## config.mk

```make
export PLATFORM = sky130hd
export DESIGN_NAME = store_buffer_flat
export DESIGN_NICKNAME = d
export VERILOG_FILES = /design/src/rtl/store_buffer_if.sv /design/src/rtl/store_buffer.sv /design/src/flat_wrapper.sv
export SDC_FILE = /design/constraint.sdc
export NUM_CORES = 1
export LEC_CHECK = 0
export CORE_MARGIN = 3
export CORE_UTILIZATION = 35
export CTS_CLUSTER_SIZE = 40
export DETAILED_ROUTE_END_ITERATION = 16
export HOLD_SLACK_MARGIN = 0.03
export PLACE_DENSITY = 0.59
export SYNTH_ARGS = -nofsm -noshare
export SYNTH_HDL_FRONTEND = slang
export SYNTH_SLANG_ARGS = --single-unit
```

## constraint.sdc

```tcl
create_clock -name clk -period 3.25 [get_ports clk]
set_input_delay 0.4875 -clock clk [delete_from_list [all_inputs] [get_ports clk]]
set_output_delay 0.4875 -clock clk [all_outputs]
set_load 0.05 [all_outputs]
```

## src/rtl/store_buffer_if.sv

```systemverilog
// Bus between the MEM stage and the store buffer: store push, load forwarding,
// and the data-memory write port driven by the buffer drain.
interface store_buffer_if #(
  parameter int DEPTH  = 4,
  parameter int ADDR_W = 32,
  parameter int DATA_W = 32
);
  logic                     st_valid;
  logic [ADDR_W-1:0]        st_addr;
  logic [DATA_W-1:0]        st_data;
  logic                     st_ready;
  logic                     ld_valid;
  logic [ADDR_W-1:0]        ld_addr;
  logic                     ld_hit;
  logic [DATA_W-1:0]        ld_data;
  logic                     mem_write;
  logic [ADDR_W-1:0]        mem_addr;
  logic [DATA_W-1:0]        mem_wdata;
  logic [$clog2(DEPTH):0]   count;
  logic                     empty;

  modport master (
    output st_valid, st_addr, st_data, ld_valid, ld_addr,
    input  st_ready, ld_hit, ld_data, mem_write, mem_addr, mem_wdata, count, empty
  );

  modport slave (
    input  st_valid, st_addr, st_data, ld_valid, ld_addr,
    output st_ready, ld_hit, ld_data, mem_write, mem_addr, mem_wdata, count, empty
  );
endinterface

```

## src/rtl/store_buffer.sv

```systemverilog
// Posted-write FIFO between MEM stage and data memory; drains when no load owns
// the address port and forwards the youngest matching queued store to loads.
module store_buffer #(
  parameter int DEPTH  = 4,
  parameter int ADDR_W = 32,
  parameter int DATA_W = 32
) (
  input  logic          clk,
  input  logic          reset,
  store_buffer_if.slave sb
);
  localparam int PTR_W = $clog2(DEPTH);
  localparam int CNT_W = PTR_W + 1;

  logic [ADDR_W-1:0] addr_q [DEPTH];
  logic [DATA_W-1:0] data_q [DEPTH];
  logic [PTR_W-1:0]  head;
  logic [PTR_W-1:0]  tail;
  logic [CNT_W-1:0]  count;
  logic              ready;
  logic              is_empty;
  logic              push;
  logic              pop;
  logic              hit;
  logic [DATA_W-1:0] fwd;
  logic [PTR_W-1:0]  idx;

  // Ready comes from registered count only, so a same-cycle pop never frees a slot.
  assign ready    = (count < CNT_W'(DEPTH));
  assign is_empty = (count == '0);
  assign push     = sb.st_valid & ready;
  assign pop      = ~is_empty & ~sb.ld_valid;

  always_ff @(posedge clk) begin
    if (reset) begin
      head  <= '0;
      tail  <= '0;
      count <= '0;
    end else begin
      if (push) tail <= tail + 1'b1;
      if (pop)  head <= head + 1'b1;
      case ({push, pop})
        2'b10:   count <= count + 1'b1;
        2'b01:   count <= count - 1'b1;
        default: count <= count;
      endcase
    end
  end

  // Entry storage carries no reset; occupancy is tracked by head/count alone.
  always_ff @(posedge clk) begin
    if (push) begin
      addr_q[tail] <= sb.st_addr;
      data_q[tail] <= sb.st_data;
    end
  end

  always_comb begin
    hit = 1'b0;
    fwd = '0;
    idx = head;
    // Walk oldest to youngest so the last match seen is the youngest one.
    for (int i = 0; i < DEPTH; i++) begin
      idx = head + PTR_W'(i);
      if ((CNT_W'(i) < count) && (addr_q[idx] == sb.ld_addr)) begin
        hit = 1'b1;
        fwd = data_q[idx];
      end
    end
  end

  assign sb.st_ready  = ready;
  assign sb.empty     = is_empty;
  assign sb.count     = count;
  assign sb.mem_write = pop;
  assign sb.mem_addr  = addr_q[head];
  assign sb.mem_wdata = data_q[head];
  assign sb.ld_hit    = hit;
  assign sb.ld_data   = fwd;
endmodule

```

## src/flat_wrapper.sv

```systemverilog
// flat-port wrapper written by rule: the top's interface ports become plain ports
module store_buffer_flat 
#(
  parameter int DEPTH  = 4,
  parameter int ADDR_W = 32,
  parameter int DATA_W = 32
)
  (clk, reset, sb_st_valid, sb_st_addr, sb_st_data, sb_ld_valid, sb_ld_addr, sb_st_ready, sb_ld_hit, sb_ld_data, sb_mem_write, sb_mem_addr, sb_mem_wdata, sb_count, sb_empty);
  store_buffer_if #(.DEPTH(DEPTH), .ADDR_W(ADDR_W), .DATA_W(DATA_W)) sb_i ();
  input  logic clk;
  input  logic reset;
  input wire logic [$bits(sb_i.st_valid)-1:0] sb_st_valid;
  input wire logic [$bits(sb_i.st_addr)-1:0] sb_st_addr;
  input wire logic [$bits(sb_i.st_data)-1:0] sb_st_data;
  input wire logic [$bits(sb_i.ld_valid)-1:0] sb_ld_valid;
  input wire logic [$bits(sb_i.ld_addr)-1:0] sb_ld_addr;
  output wire logic [$bits(sb_i.st_ready)-1:0] sb_st_ready;
  output wire logic [$bits(sb_i.ld_hit)-1:0] sb_ld_hit;
  output wire logic [$bits(sb_i.ld_data)-1:0] sb_ld_data;
  output wire logic [$bits(sb_i.mem_write)-1:0] sb_mem_write;
  output wire logic [$bits(sb_i.mem_addr)-1:0] sb_mem_addr;
  output wire logic [$bits(sb_i.mem_wdata)-1:0] sb_mem_wdata;
  output wire logic [$bits(sb_i.count)-1:0] sb_count;
  output wire logic [$bits(sb_i.empty)-1:0] sb_empty;
  assign sb_i.st_valid = sb_st_valid;
  assign sb_i.st_addr = sb_st_addr;
  assign sb_i.st_data = sb_st_data;
  assign sb_i.ld_valid = sb_ld_valid;
  assign sb_i.ld_addr = sb_ld_addr;
  assign sb_st_ready = sb_i.st_ready;
  assign sb_ld_hit = sb_i.ld_hit;
  assign sb_ld_data = sb_i.ld_data;
  assign sb_mem_write = sb_i.mem_write;
  assign sb_mem_addr = sb_i.mem_addr;
  assign sb_mem_wdata = sb_i.mem_wdata;
  assign sb_count = sb_i.count;
  assign sb_empty = sb_i.empty;
  store_buffer #(.DEPTH(DEPTH), .ADDR_W(ADDR_W), .DATA_W(DATA_W)) u_core (.clk(clk), .reset(reset), .sb(sb_i));
endmodule
```

---- Word-level counts from Yosys, hierarchy flattened ----
Memories as Yosys holds them, arrays and structs flattened. A register that Yosys moved wholly into a read port is not among the register bits.
Cells that the tools add are included.
word-level totals
  register bits ........................... 7
  bits in latches ......................... 0
  memory bits (writable) .................. 256
  ROM bits ................................ 0
  logic and storage cells ................. 47
  memories ................................ 2
cells by class
  add/sub/neg operators ................... 6
  $mul .................................... 0
  divide/modulo/power cells ............... 0
  order comparisons ....................... 5
  equal/unequal tests ..................... 6
  shifts and indexed selects .............. 0
  mux-type cells .......................... 15
  bitwise gates (word level) .............. 4
  reductions and logical operators ........ 6
memory list
  name           depth  bits a word  read ports  clocked after Yosys merged registers in  write ports  RTL line            text
  u_core.addr_q  4      32           4           1                                        1            store_buffer.sv:15  logic [ADDR_W-1:0] addr_q [DEPTH];
  u_core.data_q  4      32           4           1                                        1            store_buffer.sv:16  logic [DATA_W-1:0] data_q [DEPTH];
operators by type and width
  cell                                                                 count
  32-bit == test                                                       4
  32-bit 2-to-1 mux                                                    4
  2-bit 2-to-1 mux                                                     4
  1-bit by 3-bit < comparator with 1-bit output, first input constant  2
  2-bit by 3-bit < comparator with 1-bit output, first input constant  2
  1-bit 2-to-1 mux                                                     6
  3-bit one-hot mux with 2 select lines                                1
  2-bit by 1-bit adder with 2-bit output, second input constant        2
  2-bit adder, second input constant                                   2
  1-bit logical AND                                                    4
  3-bit by 1-bit adder with 3-bit output, second input constant        1
  3-bit zero test                                                      1
  3-bit < comparator, second input constant                            1
  3-bit by 1-bit subtractor with 3-bit output, second input constant   1
  1-bit AND                                                            2
  2-bit by 1-bit == test with 1-bit output, second input constant      1
  2-bit == test, second input constant                                 1
  1-bit NOT                                                            2
  2-bit nonzero test                                                   1

---- Longest topological paths before layout ----
Gate-level depths: netlist (run 1).
An unclocked memory read counts as a cell.
  depth in word-level cells ............... 7
  depth in mapped cells ................... 15
  mapped depth without buffers ............ 9

---- Worst setup path after synthesis (run 1) ----
OpenSTA, ideal clock, no wires.
  path type ............................... reg2out
  from .................................... register (tool-made name)
  to ...................................... output port sb_ld_data[0]
  data arrival time ....................... 3.368 ns
  required time ........................... 2.762 ns
  slack ................................... -0.605 ns
  cell stages (with the launch flop) ...... 11
  cells stage by stage .................... dfxtp_1 > buf_2 > buf_1 > mux4_2 > xnor2_1 > o211ai_1 > nor4_1 > a41o_1 > buf_2 > nand3_2 > a21oi_1
RTL lines
  what           RTL line            text
  end, declared  flat_wrapper.sv:19  output wire logic [$bits(sb_i.ld_data)-1:0] sb_ld_data;

---- Final worst setup path (run 1) ----
  from .................................... register u_core.head[0]
  to ...................................... output port sb_ld_data[7]
on the way
  cells in the longest elaborated chain, start to end .. 7
  elaborated cells on any way between the ends .. 14
  those cells by class .................... 3 x add/sub; 3 x eq/ne; 3 x mux; 3 x reduce/logical; 2 x memory
RTL lines
  what                                    RTL line            text
  start, declared                         store_buffer.sv:17  logic [PTR_W-1:0] head;
  start signal, assigned                  store_buffer.sv:41  if (pop) head <= head + 1'b1;
  2-bit by 1-bit adder with 2-bit output  store_buffer.sv:64  idx = head + PTR_W'(i);
  memory read 4 x 32 bit                  --
  32-bit == test                          store_buffer.sv:65  if ((CNT_W'(i) < count) && (addr_q[idx] == sb.ld_addr)) begin
  1-bit logical AND                       store_buffer.sv:65
  32-bit 2-to-1 mux (2 in a row)          store_buffer.sv:65
  32-bit 2-to-1 mux (*)                   store_buffer.sv:65
Every way passes the cells marked *; elsewhere a longest branch is shown, timed or not.

==> results of run 1 <==
## cell type report
type,instances,area (um2)
Tap cell,672,841
Antenna cell,2,5.00
Multi-Input combinational cell,760,10500
Inverter,15,56.3
Clock buffer,35,748
Sequential cell,265,7880
Fill cell,4190,24700
Clock inverter,19,139
Timing Repair Buffer,538,5600
## through the flow
step,total power [W],TNS [ns],hold slack (ns),utilization (%)
after floorplan,0.0102,-0.0616,0.538,-
after CTS,0.0163,-31.17,0.509,49.5
final,0.0165,-30.32,0.542,51.1
after global routing,0.0173,-33.34,0.529,51.1
after global placement,0.0128,-23.83,0.552,46.0
after detailed placement,0.0128,-22.30,0.554,46.0
## sequential cells by signal (all words and copies together) (netlist names), named ones only
name and cells:
u_core.addr_q 128, u_core.data_q 128, u_core.sb.count 3, u_core.head 2
u_core.tail 2
## where the power goes
group	leakage (nW)	total, W	switching (W)	internal (W)
combinational	5.57	0.00908	0.00478	0.00430
clock	0.423	0.00306	0.00134	0.00172
sequential	2.43	0.00441	0.000258	0.00415
total	8.42	0.0165	0.00638	0.0102
## cells by family after synthesis
kind of cell | Yosys count
fa+ha+maj | 9
simple gates | 161
compound gates | 134
buf+inv | 123
flops | 265
mux | 336
xor+xnor | 120
## layer usage
layer | share of wire (%) | vias up | global-route usage (%)
met5 | 0.082 | - | 0
met4 | 2.1 | 6 | 3.97
met3 | 5.5 | 79 | 2.76
met2 | 51 | 437 | 35.6
met1 | 41 | 6632 | 26.6
li1 | - | 5645 | -
## cell usage in the layout (no fill, tap or decap), drive strengths merged, types with 25 or more instances in the layout
cell type / netlist / routed
a21oi: 71 / 71
buf: 84 / 396
clkbuf: 23 / 41
clkdlybuf4s50: 0 / 118
edfxtp: 256 / 256
mux2: 37 / 37
mux2i: 89 / 89
mux4: 210 / 210
nand3: 38 / 38
nor2: 25 / 25
nor2b: 34 / 34
xnor2: 87 / 87
xor2: 33 / 33
## final timing paths
kind	start	to	slack [ns]	cells past startpoint
min reg2reg	u_core.sb.count[2]	u_core.sb.count[2]	0.56	2
max reg2reg	u_core.sb.count[0]	u_core.sb.count[2]	1.21	8
max	u_core.head[0]	sb_ld_data[7]	-0.94	15
min	sb_st_data[6]	u_core.data_q[1][6]	0.54	1
## what timing repair did
| action | 4_1_cts | 5_1_grt |
|---|---|---|
| endpoints found under the setup margin | 83 | 36 |
| cloned | 5 | 7 |
| resized for setup | 130 | 107 |
| pin swaps | 9 | 50 |
| setup buffers | 26 | 17 |
==> flow_results.xml, run 1 <==
<?xml version="1.0" encoding="UTF-8"?>
<metrics>
  <group name="floorplanning">
    <metric name="initial_core_util" unit="%">35.5</metric>
    <metric name="die_area" unit="um2">53900</metric>
    <metric name="placeableCoreArea" unit="um2">50400</metric>
    <metric name="io-pin-count" unit="">203</metric>
    <metric name="fp.dieW" unit="um">232</metric>
    <metric name="dieHeight" unit="um">232</metric>
    <metric name="row_count" unit="">82</metric>
  </group>
  <group name="timing">
    <metric name="timing.final.crit_share" unit="%">129</metric>
    <metric name="timing.final.crit_period" unit="ns">4.19</metric>
    <metric name="hold_violations_final" unit="">0</metric>
    <metric name="grt_setup_unrepaired" unit="">true</metric>
    <metric name="max_clock_freq" unit="GHz">0.239</metric>
    <metric name="worst_slack" unit="ns">-0.941</metric>
    <metric name="timing.final.max_slew_violations" unit="">0</metric>
    <metric name="timing.clock.skew" unit="ns">0.0270</metric>
    <metric name="relSlewSlack" unit="%">49.8</metric>
    <metric name="setup_viol_count_final" unit="">33</metric>
    <metric name="tightestPinTransition" unit="ns">0.754</metric>
  </group>
  <group name="critical_path">
    <metric name="timing.critical_path.to_type" unit="">primary output</metric>
    <metric name="path_cells" unit="">buf_12 -&gt; buf_12 -&gt; buf_8 -&gt; buf_4 -&gt; mux4_2 -&gt; xor2_1 -&gt; nor4_1 -&gt; buf_4 -&gt; nand4_1 -&gt; buf_4 -&gt; or2_4 -&gt; clkbuf_16 -&gt; nand3_4 -&gt; a21oi_4 -&gt; buf_12</metric>
    <metric name="critPathRequiredTime" unit="ns">2.76</metric>
    <metric name="critPathSlowestCell" unit="">sky130_fd_sc_hd__mux4_2</metric>
    <metric name="worst_path_largest_cell_delay" unit="ns">0.49</metric>
    <metric name="cp_top_family" unit="">buffers and inverters</metric>
    <metric name="critPathMaxFanout" unit="">6</metric>
    <metric name="critical_path.n_buffers_inverters" unit="">8</metric>
    <metric name="start_kind" unit="">flop</metric>
    <metric name="crit_arrival" unit="ns">3.70</metric>
    <metric name="timing.setup.critical_path_class" unit="">flop to primary output</metric>
  </group>
  <group name="clock_tree">
    <metric name="ctsLongestPathBuffers" unit="">3</metric>
    <metric name="tritoncts.num_buffers" unit="">29</metric>
    <metric name="cts-root-buf" unit="">sky130_fd_sc_hd__clkbuf_16</metric>
    <metric name="clock_tree.htree_level_count" unit="">1</metric>
    <metric name="cts_hold_buf" unit="">0</metric>
    <metric name="clk-insertion-delay-late" unit="ns">0.56</metric>
    <metric name="cts.clk_slew.worst_paths" unit="ns">0.06</metric>
    <metric name="clock-sinks" unit="">265</metric>
    <metric name="cts_tree" unit="">yes</metric>
  </group>
  <group name="synthesis">
    <metric name="synthDominantAreaCellType" unit="">sky130_fd_sc_hd__edfxtp_1</metric>
    <metric name="ys_ff_latch" unit="">265</metric>
    <metric name="synth-async-reset-ratio" unit="%">0</metric>
    <metric name="synth_xor_area_share" unit="%">5.87</metric>
    <metric name="post_synth_mux_area_share" unit="%">33.8</metric>
    <metric name="synth-adder-area-share" unit="%">0.629</metric>
    <metric name="post_synth_inst_count" unit="">1148</metric>
    <metric name="postSynthAreaPerCell" unit="um2">15.6</metric>
    <metric name="synth_edf_count" unit="">256</metric>
    <metric name="syn_area" unit="um2">17900</metric>
    <metric name="synthesis.nets" unit="">1257</metric>
    <metric name="synth_most_common_cell" unit="">sky130_fd_sc_hd__edfxtp_1</metric>
    <metric name="synth_compound_area_share" unit="%">5.92</metric>
    <metric name="post_synthesis_sequential_area_ratio" unit="%">44.0</metric>
    <metric name="yosys_warnings" unit="">0</metric>
    <metric name="dominant_combinational_cell_family_by_area_after_synthesis" unit="">multiplexers</metric>
    <metric name="post_synth_most_frequent_cells" unit="">sky130_fd_sc_hd__edfxtp_1 (256), sky130_fd_sc_hd__mux4_2 (210), sky130_fd_sc_hd__mux2i_1 (89), sky130_fd_sc_hd__xnor2_1 (87), sky130_fd_sc_hd__a21oi_2 (60)</metric>
    <metric name="synth.area.top_cells" unit="">sky130_fd_sc_hd__edfxtp_1 (43%), sky130_fd_sc_hd__mux4_2 (26%), sky130_fd_sc_hd__mux2i_1 (5.0%)</metric>
    <metric name="synth_simple_gate_area_share" unit="%">5.70</metric>
    <metric name="postSynth.topFlopCell" unit="">sky130_fd_sc_hd__edfxtp_1</metric>
    <metric name="yosysTopAreaCellShare" unit="%">43.0</metric>
    <metric name="synth_cell_type_count" unit="">61</metric>
  </group>
  <group name="global_routing">
    <metric name="globalRouteTotalUtil" unit="%">20.1</metric>
    <metric name="grt_max_degree" unit="">52</metric>
    <metric name="grt_first_pass_wirelength" unit="um">82200</metric>
    <metric name="global_route.overflow_total" unit="">0</metric>
    <metric name="grt_antenna_before_repair" unit="">5</metric>
    <metric name="first_global_vias" unit="">13059</metric>
  </group>
  <group name="run_status">
    <metric name="violated_checks" unit="">negative setup slack</metric>
    <metric name="result_of_the_run" unit="">finished, violations left</metric>
  </group>
  <group name="drt">
    <metric name="detail_route.wirelength" unit="um">56200</metric>
    <metric name="vias_per_cell" unit="">5.55</metric>
    <metric name="wire_per_inst" unit="um">24.4</metric>
    <metric name="dr_total_vias" unit="">12799</metric>
    <metric name="detail_route.first_pass.iterations" unit="">6</metric>
    <metric name="postRouteAntennaNets" unit="">0</metric>
    <metric name="drt_first_iter_violations" unit="">924</metric>
    <metric name="drc" unit="">0</metric>
  </group>
  <group name="pwr">
    <metric name="power_leakage" unit="nW">8.42</metric>
    <metric name="power_per_cell_area" unit="nW/um2">643</metric>
    <metric name="peakVddDrop" unit="mV">0.631</metric>
  </group>
  <group name="cells_and_area">
    <metric name="drive_above_1_share" unit="%">54.5</metric>
    <metric name="finish.instance_area" unit="um2">25700</metric>
    <metric name="syn_to_final_growth" unit="%">43.7</metric>
    <metric name="finish.net_count" unit="">1718</metric>
    <metric name="final_cell_count_no_fill" unit="">2306</metric>
  </group>
  <group name="placed_design">
    <metric name="dp_cells" unit="">2197</metric>
    <metric name="hpwl" unit="um">40800</metric>
    <metric name="portBuffers" unit="">202</metric>
    <metric name="finalWeightedCongestion" unit="">0.930</metric>
    <metric name="dpl_cell_area" unit="um2">23200</metric>
    <metric name="dp_worst_setup_slack" unit="ns">-0.746</metric>
  </group>
  <group name="min_path">
    <metric name="min-delay-path-class" unit="">input port to flop</metric>
  </group>
  <group name="job">
    <metric name="max_cap_viol_count" unit="">0</metric>
  </group>
</metrics>
(Power assumes the default switching activity.)
==> run 2: changes to the inputs <==
CORE_ASPECT_RATIO = 1.75   (was unset)
CTS_CLUSTER_DIAMETER = 50   (was unset)
HOLD_SLACK_MARGIN = unset   (was 0.03)
==> run 2 against run 1 <==
  * The flow still finishes with violations (negative setup slack)
  * Final area fell by 3.9%
  * Clock skew is essentially flat
  * Sequential share of layout area grew 1.3 points
  * Sequential power hardly changed
  * Global-route usage increased by 1.7 points
  * Clock-buffer cell count shrank 11
  * Maximum frequency down 1.6%
  * Critical path depth fell by 1
  * Flip-flop and latch count did not move
  * Critical path type unchanged
  * Critical endpoint is now sb_ld_data[8]
==> flow_results.xml, run 2 (synthesis gave the netlist of run 1 again) <==
<?xml version="1.0" encoding="UTF-8"?>
<metrics>
  <group name="pwr">
    <metric name="clockPowerShare" unit="%">17.4</metric>
    <metric name="combinationalPowerShare" unit="%">55.3</metric>
    <metric name="power_switching" unit="W">0.00647</metric>
    <metric name="internal_power" unit="W">0.00977</metric>
    <metric name="power.sequential.fraction" unit="%">27.3</metric>
    <metric name="switching_share" unit="%">39.8</metric>
    <metric name="peakVddDrop" unit="mV">0.555</metric>
    <metric name="power_leakage" unit="nW">8.08</metric>
    <metric name="power_per_cell_area" unit="nW/um2">657</metric>
  </group>
  <group name="run_status">
    <metric name="violated_checks" unit="">negative setup slack</metric>
    <metric name="result_of_the_run" unit="">finished, violations left</metric>
  </group>
  <group name="job">
    <metric name="max_cap_viol_count" unit="">0</metric>
  </group>
  <group name="critical_path">
    <metric name="path_cells" unit="">buf_4 -&gt; buf_12 -&gt; mux4_2 -&gt; xnor2_1 -&gt; buf_4 -&gt; nand4_1 -&gt; nor2_4 -&gt; and4_4 -&gt; buf_6 -&gt; buf_16 -&gt; mux2_4 -&gt; nand3_2 -&gt; a21oi_4 -&gt; buf_12</metric>
    <metric name="timing.setup.critical_path_class" unit="">flop to primary output</metric>
    <metric name="timing.critical_path.to_type" unit="">primary output</metric>
    <metric name="worst_path_largest_cell_delay" unit="ns">0.50</metric>
    <metric name="cp_top_family" unit="">buffers and inverters</metric>
    <metric name="critPathRequiredTime" unit="ns">2.76</metric>
    <metric name="critical_path.n_buffers_inverters" unit="">6</metric>
    <metric name="start_kind" unit="">flop</metric>
    <metric name="critPathMaxFanout" unit="">8</metric>
    <metric name="r2r-start" unit="">u_core.sb.count[0]</metric>
    <metric name="critical_path.startpoint" unit="">u_core.head[0]</metric>
    <metric name="critPathSlowestCell" unit="">sky130_fd_sc_hd__mux4_2</metric>
    <metric name="crit_arrival" unit="ns">3.77</metric>
  </group>
  <group name="clock_tree">
    <metric name="cts-root-buf" unit="">sky130_fd_sc_hd__clkbuf_16</metric>
    <metric name="clock-sinks" unit="">265</metric>
    <metric name="clock_tree.htree_level_count" unit="">1</metric>
    <metric name="clk-insertion-delay-late" unit="ns">0.56</metric>
    <metric name="cts_tree" unit="">yes</metric>
    <metric name="tritoncts.num_buffers" unit="">23</metric>
    <metric name="ctsLongestPathBuffers" unit="">3</metric>
    <metric name="cts.clk_slew.worst_paths" unit="ns">0.08</metric>
    <metric name="cts_hold_buf" unit="">0</metric>
  </group>
  <group name="floorplanning">
    <metric name="fp.dieW" unit="um">177</metric>
    <metric name="row_count" unit="">109</metric>
    <metric name="placeableCoreArea" unit="um2">50600</metric>
    <metric name="die_area" unit="um2">54000</metric>
    <metric name="dieHeight" unit="um">305</metric>
    <metric name="initial_core_util" unit="%">35.4</metric>
    <metric name="io-pin-count" unit="">203</metric>
  </group>
  <group name="global_routing">
    <metric name="global_route.overflow_total" unit="">0</metric>
    <metric name="grt_first_pass_wirelength" unit="um">88000</metric>
    <metric name="first_global_vias" unit="">13569</metric>
    <metric name="globalRouteTotalUtil" unit="%">21.8</metric>
    <metric name="grt_max_degree" unit="">82</metric>
    <metric name="grt_antenna_before_repair" unit="">6</metric>
  </group>
  <group name="drt">
    <metric name="routed-wl-met3" unit="um">2530</metric>
    <metric name="drc" unit="">0</metric>
    <metric name="wire_per_inst" unit="um">26.1</metric>
    <metric name="postRouteAntennaNets" unit="">0</metric>
    <metric name="vias_per_cell" unit="">5.60</metric>
    <metric name="top_layer" unit="">met5</metric>
    <metric name="dr_total_vias" unit="">12698</metric>
    <metric name="wl_met2" unit="um">33000</metric>
    <metric name="detail_route.first_pass.iterations" unit="">7</metric>
    <metric name="drt-met1-wl" unit="um">20000</metric>
    <metric name="detail_route.wirelength" unit="um">59200</metric>
    <metric name="drt_first_iter_violations" unit="">817</metric>
  </group>
  <group name="cells_and_area">
    <metric name="reg_top3" unit="">u_core.addr_q x128, u_core.data_q x128, u_core.sb.count x3</metric>
    <metric name="mostFrequentLayoutCell" unit="">sky130_fd_sc_hd__buf_4</metric>
    <metric name="layout_common_cells" unit="">sky130_fd_sc_hd__buf_4 (302), sky130_fd_sc_hd__edfxtp_1 (256), sky130_fd_sc_hd__mux4_2 (210)</metric>
    <metric name="finish.instance_area" unit="um2">24700</metric>
    <metric name="drive_above_1_share" unit="%">52.1</metric>
    <metric name="finish.net_count" unit="">1690</metric>
    <metric name="syn_to_final_growth" unit="%">38.0</metric>
  </group>
  <group name="timing">
    <metric name="tightestPinTransition" unit="ns">0.871</metric>
    <metric name="grt_setup_unrepaired" unit="">true</metric>
    <metric name="timing.final.crit_share" unit="%">131</metric>
    <metric name="timing.final.crit_period" unit="ns">4.26</metric>
    <metric name="worst_slack" unit="ns">-1.01</metric>
    <metric name="timing.final.max_slew_violations" unit="">0</metric>
    <metric name="timing.clock.skew" unit="ns">0.0268</metric>
    <metric name="relSlewSlack" unit="%">41.9</metric>
    <metric name="whs" unit="ns">0.564</metric>
    <metric name="max_clock_freq" unit="GHz">0.235</metric>
    <metric name="hold_violations_final" unit="">0</metric>
    <metric name="setup_viol_count_final" unit="">33</metric>
  </group>
  <group name="placed_design">
    <metric name="hpwl" unit="um">45000</metric>
    <metric name="finalWeightedCongestion" unit="">0.952</metric>
    <metric name="portBuffers" unit="">202</metric>
    <metric name="dpl_cell_area" unit="um2">23200</metric>
  </group>
  <group name="min_path">
    <metric name="hp-start" unit="">sb_st_data[18]</metric>
    <metric name="min-delay-path-class" unit="">input port to flop</metric>
  </group>
</metrics>
-- run 2: cell count changes in the layout (fill, tap and decap cells not counted), moves of 7 or more --
cell,change
sky130_fd_sc_hd__buf_4,+9
sky130_fd_sc_hd__buf_6,-7
sky130_fd_sc_hd__buf_8,-7
sky130_fd_sc_hd__clkbuf_16,-12
sky130_fd_sc_hd__nor2b_1,+14
sky130_fd_sc_hd__nor2b_2,+11
sky130_fd_sc_hd__nor2b_4,-25
sky130_fd_sc_hd__xnor2_1,+9
sky130_fd_sc_hd__xnor2_2,-9
-- run 2: final timing paths --
check	to	slack, ns	cells past startpoint
setup / recovery	sb_ld_data[8]	-1.01	14
hold / removal	u_core.data_q[3][18]	0.56	1
setup reg to reg	u_core.sb.count[2]	1.01	8
hold reg to reg	u_core.tail[0]	0.60	2
-- run 2: metal layers --
metal	track usage [%]	vias up
met1	23.3	6571
met3	2.56	128
li1	-	5587
met4	11.9	4
met2	41.0	408
met5	0	-
-- run 2: final cells by class --
type | count | area (um2)
Clock inverter | 17 | 191
Tap cell | 666 | 833
Sequential cell | 265 | 7880
Clock buffer | 24 | 579
Fill cell | 4351 | 25900
Antenna cell | 4 | 10.0
Inverter | 15 | 57.6
Timing Repair Buffer | 516 | 5150
Multi-Input combinational cell | 760 | 10000
-- run 2: repair_timing --
action / 4_1_cts / 5_1_grt
setup endpoints to repair: 44 / 33
resized for setup: 109 / 23
setup buffers: 13 / 7
pin swaps: 15 / 10
cloned: 3 / 0
-- run 2: worst reg2reg max path: stages, from the launching register on --
cell and delay (ns):
sky130_fd_sc_hd__dfxtp_1 0.38, sky130_fd_sc_hd__buf_4 0.16, sky130_fd_sc_hd__inv_1 0.06, sky130_fd_sc_hd__ha_1 0.18, sky130_fd_sc_hd__nor2b_1 0.13, sky130_fd_sc_hd__nor2_1 0.38, sky130_fd_sc_hd__ha_1 0.37, sky130_fd_sc_hd__or3_1 0.36
sky130_fd_sc_hd__a21oi_1 0.14
-- run 2: power groups by stage --
stage | registers [W] | logic, W | clock network [W]
finish | 0.00442 | 0.00898 | 0.00283
global route | 0.00447 | 0.00945 | 0.00306
CTS | 0.00442 | 0.00896 | 0.00291
detailed placement | 0.00452 | 0.00858 | 0
global placement | 0.00448 | 0.00856 | 0
floorplan | 0.00445 | 0.00575 | 0
-- run 2: metrics by stage --
step	cells	utilization, %	setup WS [ns]	TNS [ns]	total power [W]
CTS	2256	48.5	-1.06	-33.60	0.0163
floorplan	1148	-	-0.0616	-0.0616	0.0102
finish	2267	48.8	-1.01	-32.00	0.0162
detailed placement	2199	45.8	-0.613	-19.48	0.0131
global route	2267	48.8	-1.12	-35.65	0.0170
global placement	2199	45.8	-0.632	-20.01	0.0130
==> run 3: changes to the inputs <==
CAP_MARGIN = 20   (was unset)
CORE_UTILIZATION = 41   (was 35)
PLACE_DENSITY = 0.64   (was 0.59)
clock period = 4.2 ns   (was 3.25 ns; I/O delays follow)
==> run 3 against run 2 <==
  * The flow still finishes with violations (negative setup slack)
  * Worst hold slack better by 0.022 ns
  * Setup slack better by 0.80 ns
  * Combinational power shrank 24%
  * Flip-flop and latch count did not move
  * Sequential share of layout area is 1.4 points higher
  * Final area fell by 4.1%
  * Cell count shrank 11%
==> flow_results.xml, run 3 (synthesis gave the netlist of run 1 again) <==
<?xml version="1.0" encoding="UTF-8"?>
<metrics>
  <group name="drt">
    <metric name="drt-met1-wl" unit="um">18800</metric>
    <metric name="postRouteAntennaNets" unit="">0</metric>
    <metric name="drt_first_iter_violations" unit="">850</metric>
    <metric name="top_layer" unit="">met4</metric>
    <metric name="routed-wl-met3" unit="um">2220</metric>
    <metric name="wire_per_inst" unit="um">28.0</metric>
    <metric name="wl_met2" unit="um">32200</metric>
    <metric name="detail_route.first_pass.iterations" unit="">6</metric>
    <metric name="drc" unit="">0</metric>
    <metric name="vias_per_cell" unit="">6.05</metric>
    <metric name="dr_total_vias" unit="">12168</metric>
    <metric name="detail_route.wirelength" unit="um">56400</metric>
  </group>
  <group name="run_status">
    <metric name="violated_checks" unit="">negative setup slack</metric>
    <metric name="result_of_the_run" unit="">finished, violations left</metric>
  </group>
  <group name="cells_and_area">
    <metric name="fin_util" unit="%">55.3</metric>
    <metric name="finish.instance_area" unit="um2">23700</metric>
    <metric name="mostFrequentLayoutCell" unit="">sky130_fd_sc_hd__edfxtp_1</metric>
    <metric name="drive_above_1_share" unit="%">43.5</metric>
    <metric name="syn_to_final_growth" unit="%">32.3</metric>
    <metric name="finish.net_count" unit="">1543</metric>
    <metric name="reg_top3" unit="">u_core.addr_q x128, u_core.data_q x128, u_core.sb.count x3</metric>
    <metric name="layout_common_cells" unit="">sky130_fd_sc_hd__edfxtp_1 (256), sky130_fd_sc_hd__mux4_2 (210), sky130_fd_sc_hd__clkdlybuf4s50_1 (169)</metric>
    <metric name="fillerInstances" unit="">3476</metric>
    <metric name="final_cell_count_no_fill" unit="">2012</metric>
  </group>
  <group name="clock_tree">
    <metric name="cts_hold_buf" unit="">0</metric>
    <metric name="clk-insertion-delay-late" unit="ns">0.54</metric>
    <metric name="clock_tree.htree_level_count" unit="">1</metric>
    <metric name="cts.clk_slew.worst_paths" unit="ns">0.09</metric>
    <metric name="tritoncts.num_buffers" unit="">19</metric>
    <metric name="ctsLongestPathBuffers" unit="">3</metric>
    <metric name="clock-sinks" unit="">265</metric>
    <metric name="cts-root-buf" unit="">sky130_fd_sc_hd__clkbuf_16</metric>
    <metric name="cts_tree" unit="">yes</metric>
  </group>
  <group name="global_routing">
    <metric name="global_route.overflow_total" unit="">0</metric>
    <metric name="grt_first_pass_wirelength" unit="um">80800</metric>
    <metric name="grt_max_degree" unit="">96</metric>
    <metric name="grt_antenna_before_repair" unit="">4</metric>
    <metric name="globalRouteTotalUtil" unit="%">23.9</metric>
    <metric name="first_global_vias" unit="">12671</metric>
  </group>
  <group name="pwr">
    <metric name="switching_share" unit="%">40.2</metric>
    <metric name="power.sequential.fraction" unit="%">28.0</metric>
    <metric name="peakVddDrop" unit="mV">0.555</metric>
    <metric name="combinationalPowerShare" unit="%">55.6</metric>
    <metric name="internal_power" unit="W">0.00737</metric>
    <metric name="clockPowerShare" unit="%">16.4</metric>
    <metric name="power_per_cell_area" unit="nW/um2">521</metric>
    <metric name="power_switching" unit="W">0.00497</metric>
    <metric name="power_leakage" unit="nW">7.36</metric>
  </group>
  <group name="timing">
    <metric name="max_clock_freq" unit="GHz">0.227</metric>
    <metric name="timing.final.crit_share" unit="%">105</metric>
    <metric name="hold_violations_final" unit="">0</metric>
    <metric name="timing.clock.skew" unit="ns">0.0255</metric>
    <metric name="setup_viol_count_final" unit="">33</metric>
    <metric name="grt_setup_unrepaired" unit="">true</metric>
    <metric name="relSlewSlack" unit="%">44.1</metric>
    <metric name="worst_slack" unit="ns">-0.212</metric>
    <metric name="tightestPinTransition" unit="ns">0.839</metric>
    <metric name="timing.final.max_slew_violations" unit="">0</metric>
    <metric name="timing.final.crit_period" unit="ns">4.41</metric>
  </group>
  <group name="placed_design">
    <metric name="finalWeightedCongestion" unit="">0.940</metric>
    <metric name="portBuffers" unit="">202</metric>
    <metric name="hpwl" unit="um">40400</metric>
    <metric name="dp_cells" unit="">1922</metric>
    <metric name="dp_worst_setup_slack" unit="ns">0.102</metric>
    <metric name="dpl_cell_area" unit="um2">21500</metric>
  </group>
  <group name="floorplanning">
    <metric name="dieHeight" unit="um">282</metric>
    <metric name="die_area" unit="um2">46300</metric>
    <metric name="fp.dieW" unit="um">164</metric>
    <metric name="initial_core_util" unit="%">41.8</metric>
    <metric name="placeableCoreArea" unit="um2">42800</metric>
    <metric name="row_count" unit="">100</metric>
    <metric name="io-pin-count" unit="">203</metric>
  </group>
  <group name="critical_path">
    <metric name="start_kind" unit="">flop</metric>
    <metric name="timing.critical_path.to_type" unit="">primary output</metric>
    <metric name="crit_arrival" unit="ns">3.78</metric>
    <metric name="timing.setup.critical_path_class" unit="">flop to primary output</metric>
    <metric name="critPathMaxFanout" unit="">6</metric>
    <metric name="critPathRequiredTime" unit="ns">3.57</metric>
  </group>
  <group name="min_path">
    <metric name="min-delay-path-class" unit="">flop to flop</metric>
  </group>
  <group name="job">
    <metric name="max_cap_viol_count" unit="">0</metric>
  </group>
</metrics>
## run 3: cell types whose count changed in the layout (fill, tap and decap cells not counted), sizes merged
| cell | change |
|---|---|
| bufbuf | +2 |
| clkbuf | +1 |
| inv | -3 |
| buf | -189 |
| bufinv | +1 |
| clkdlybuf4s50 | +50 |
| dlygate4sd2 | -11 |
| clkinvlp | -1 |
## run 3: cell type report
type                       count  area [um2]  share of cell area, %
multi-input combinational    760        9930                   41.9
sequential                   265        7880                   33.3
timing repair buffer         373        4400                   18.6
tap                          561         702                   2.96
clock buffer                  20         479                   2.02
clock inverter                14         225                  0.951
inverter                      15        56.3                  0.238
antenna                        4        10.0                 0.0423
## run 3: critical path, stage by stage, from the launching register on
cell                      delay (ns)
sky130_fd_sc_hd__dfxtp_4        0.42
sky130_fd_sc_hd__buf_12         0.16
sky130_fd_sc_hd__buf_8          0.13
sky130_fd_sc_hd__buf_4          0.11
sky130_fd_sc_hd__mux4_2         0.53
sky130_fd_sc_hd__xnor2_2        0.22
sky130_fd_sc_hd__nand4_1        0.14
sky130_fd_sc_hd__nor4_2         0.23
sky130_fd_sc_hd__buf_4          0.16
sky130_fd_sc_hd__nand4_1        0.10
sky130_fd_sc_hd__buf_4          0.18
sky130_fd_sc_hd__or2_4          0.33
sky130_fd_sc_hd__buf_16         0.19
sky130_fd_sc_hd__nand3_4        0.10
sky130_fd_sc_hd__a21oi_4        0.06
sky130_fd_sc_hd__buf_12         0.15
## run 3: layer usage
| metal | track usage, % | vias to the layer above |
|---|---|---|
| met2 | 45.8 | 429 |
| met4 | 13.4 | 0 |
| met1 | 25.2 | 6361 |
| met3 | 2.02 | 103 |
| met5 | 0 | - |
| li1 | - | 5275 |
## run 3: power by group through the flow
| stage | combinational (W) | clock, W | sequential, W |
|---|---|---|---|
| finish | 0.00686 | 0.00202 | 0.00345 |
| global route | 0.00719 | 0.00219 | 0.00348 |
| CTS | 0.00674 | 0.00207 | 0.00345 |
| detailed placement | 0.00635 | 0 | 0.00354 |
| global placement | 0.00635 | 0 | 0.00352 |
| floorplan | 0.00442 | 0 | 0.00344 |
## run 3: final timing paths
| kind | end | from | depth (start not counted) | slack, ns |
|---|---|---|---|---|
| setup reg to reg | u_core.sb.count[2] | u_core.sb.count[0] | 7 | 2.07 |
| hold / removal | u_core.tail[0] | u_core.tail[0] | 2 | 0.59 |
| setup / recovery | sb_ld_data[6] | u_core.head[0] | 15 | -0.21 |
| hold reg to reg | u_core.tail[0] | u_core.tail[0] | 2 | 0.59 |
## run 3: stage by stage
stage	total power, W	TNS, ns	hold WS [ns]
6_report	0.0123	-5.90	0.586
5_1_grt	0.0129	-9.00	0.650
4_1_cts	0.0123	-6.15	0.585
3_5_place_dp	0.00989	0	0.568
3_3_place_gp	0.00987	0	0.567
2_1_floorplan	0.00786	0	0.538
## run 3: repair_timing
item / in CTS / in global routing
gates resized for setup: 70 / 77
setup endpoints to repair: 33 / 33
hold endpoints to repair: 0 / 0
pin swaps: 8 / 21
cloned: 6 / 6
setup buffers: 30 / 12
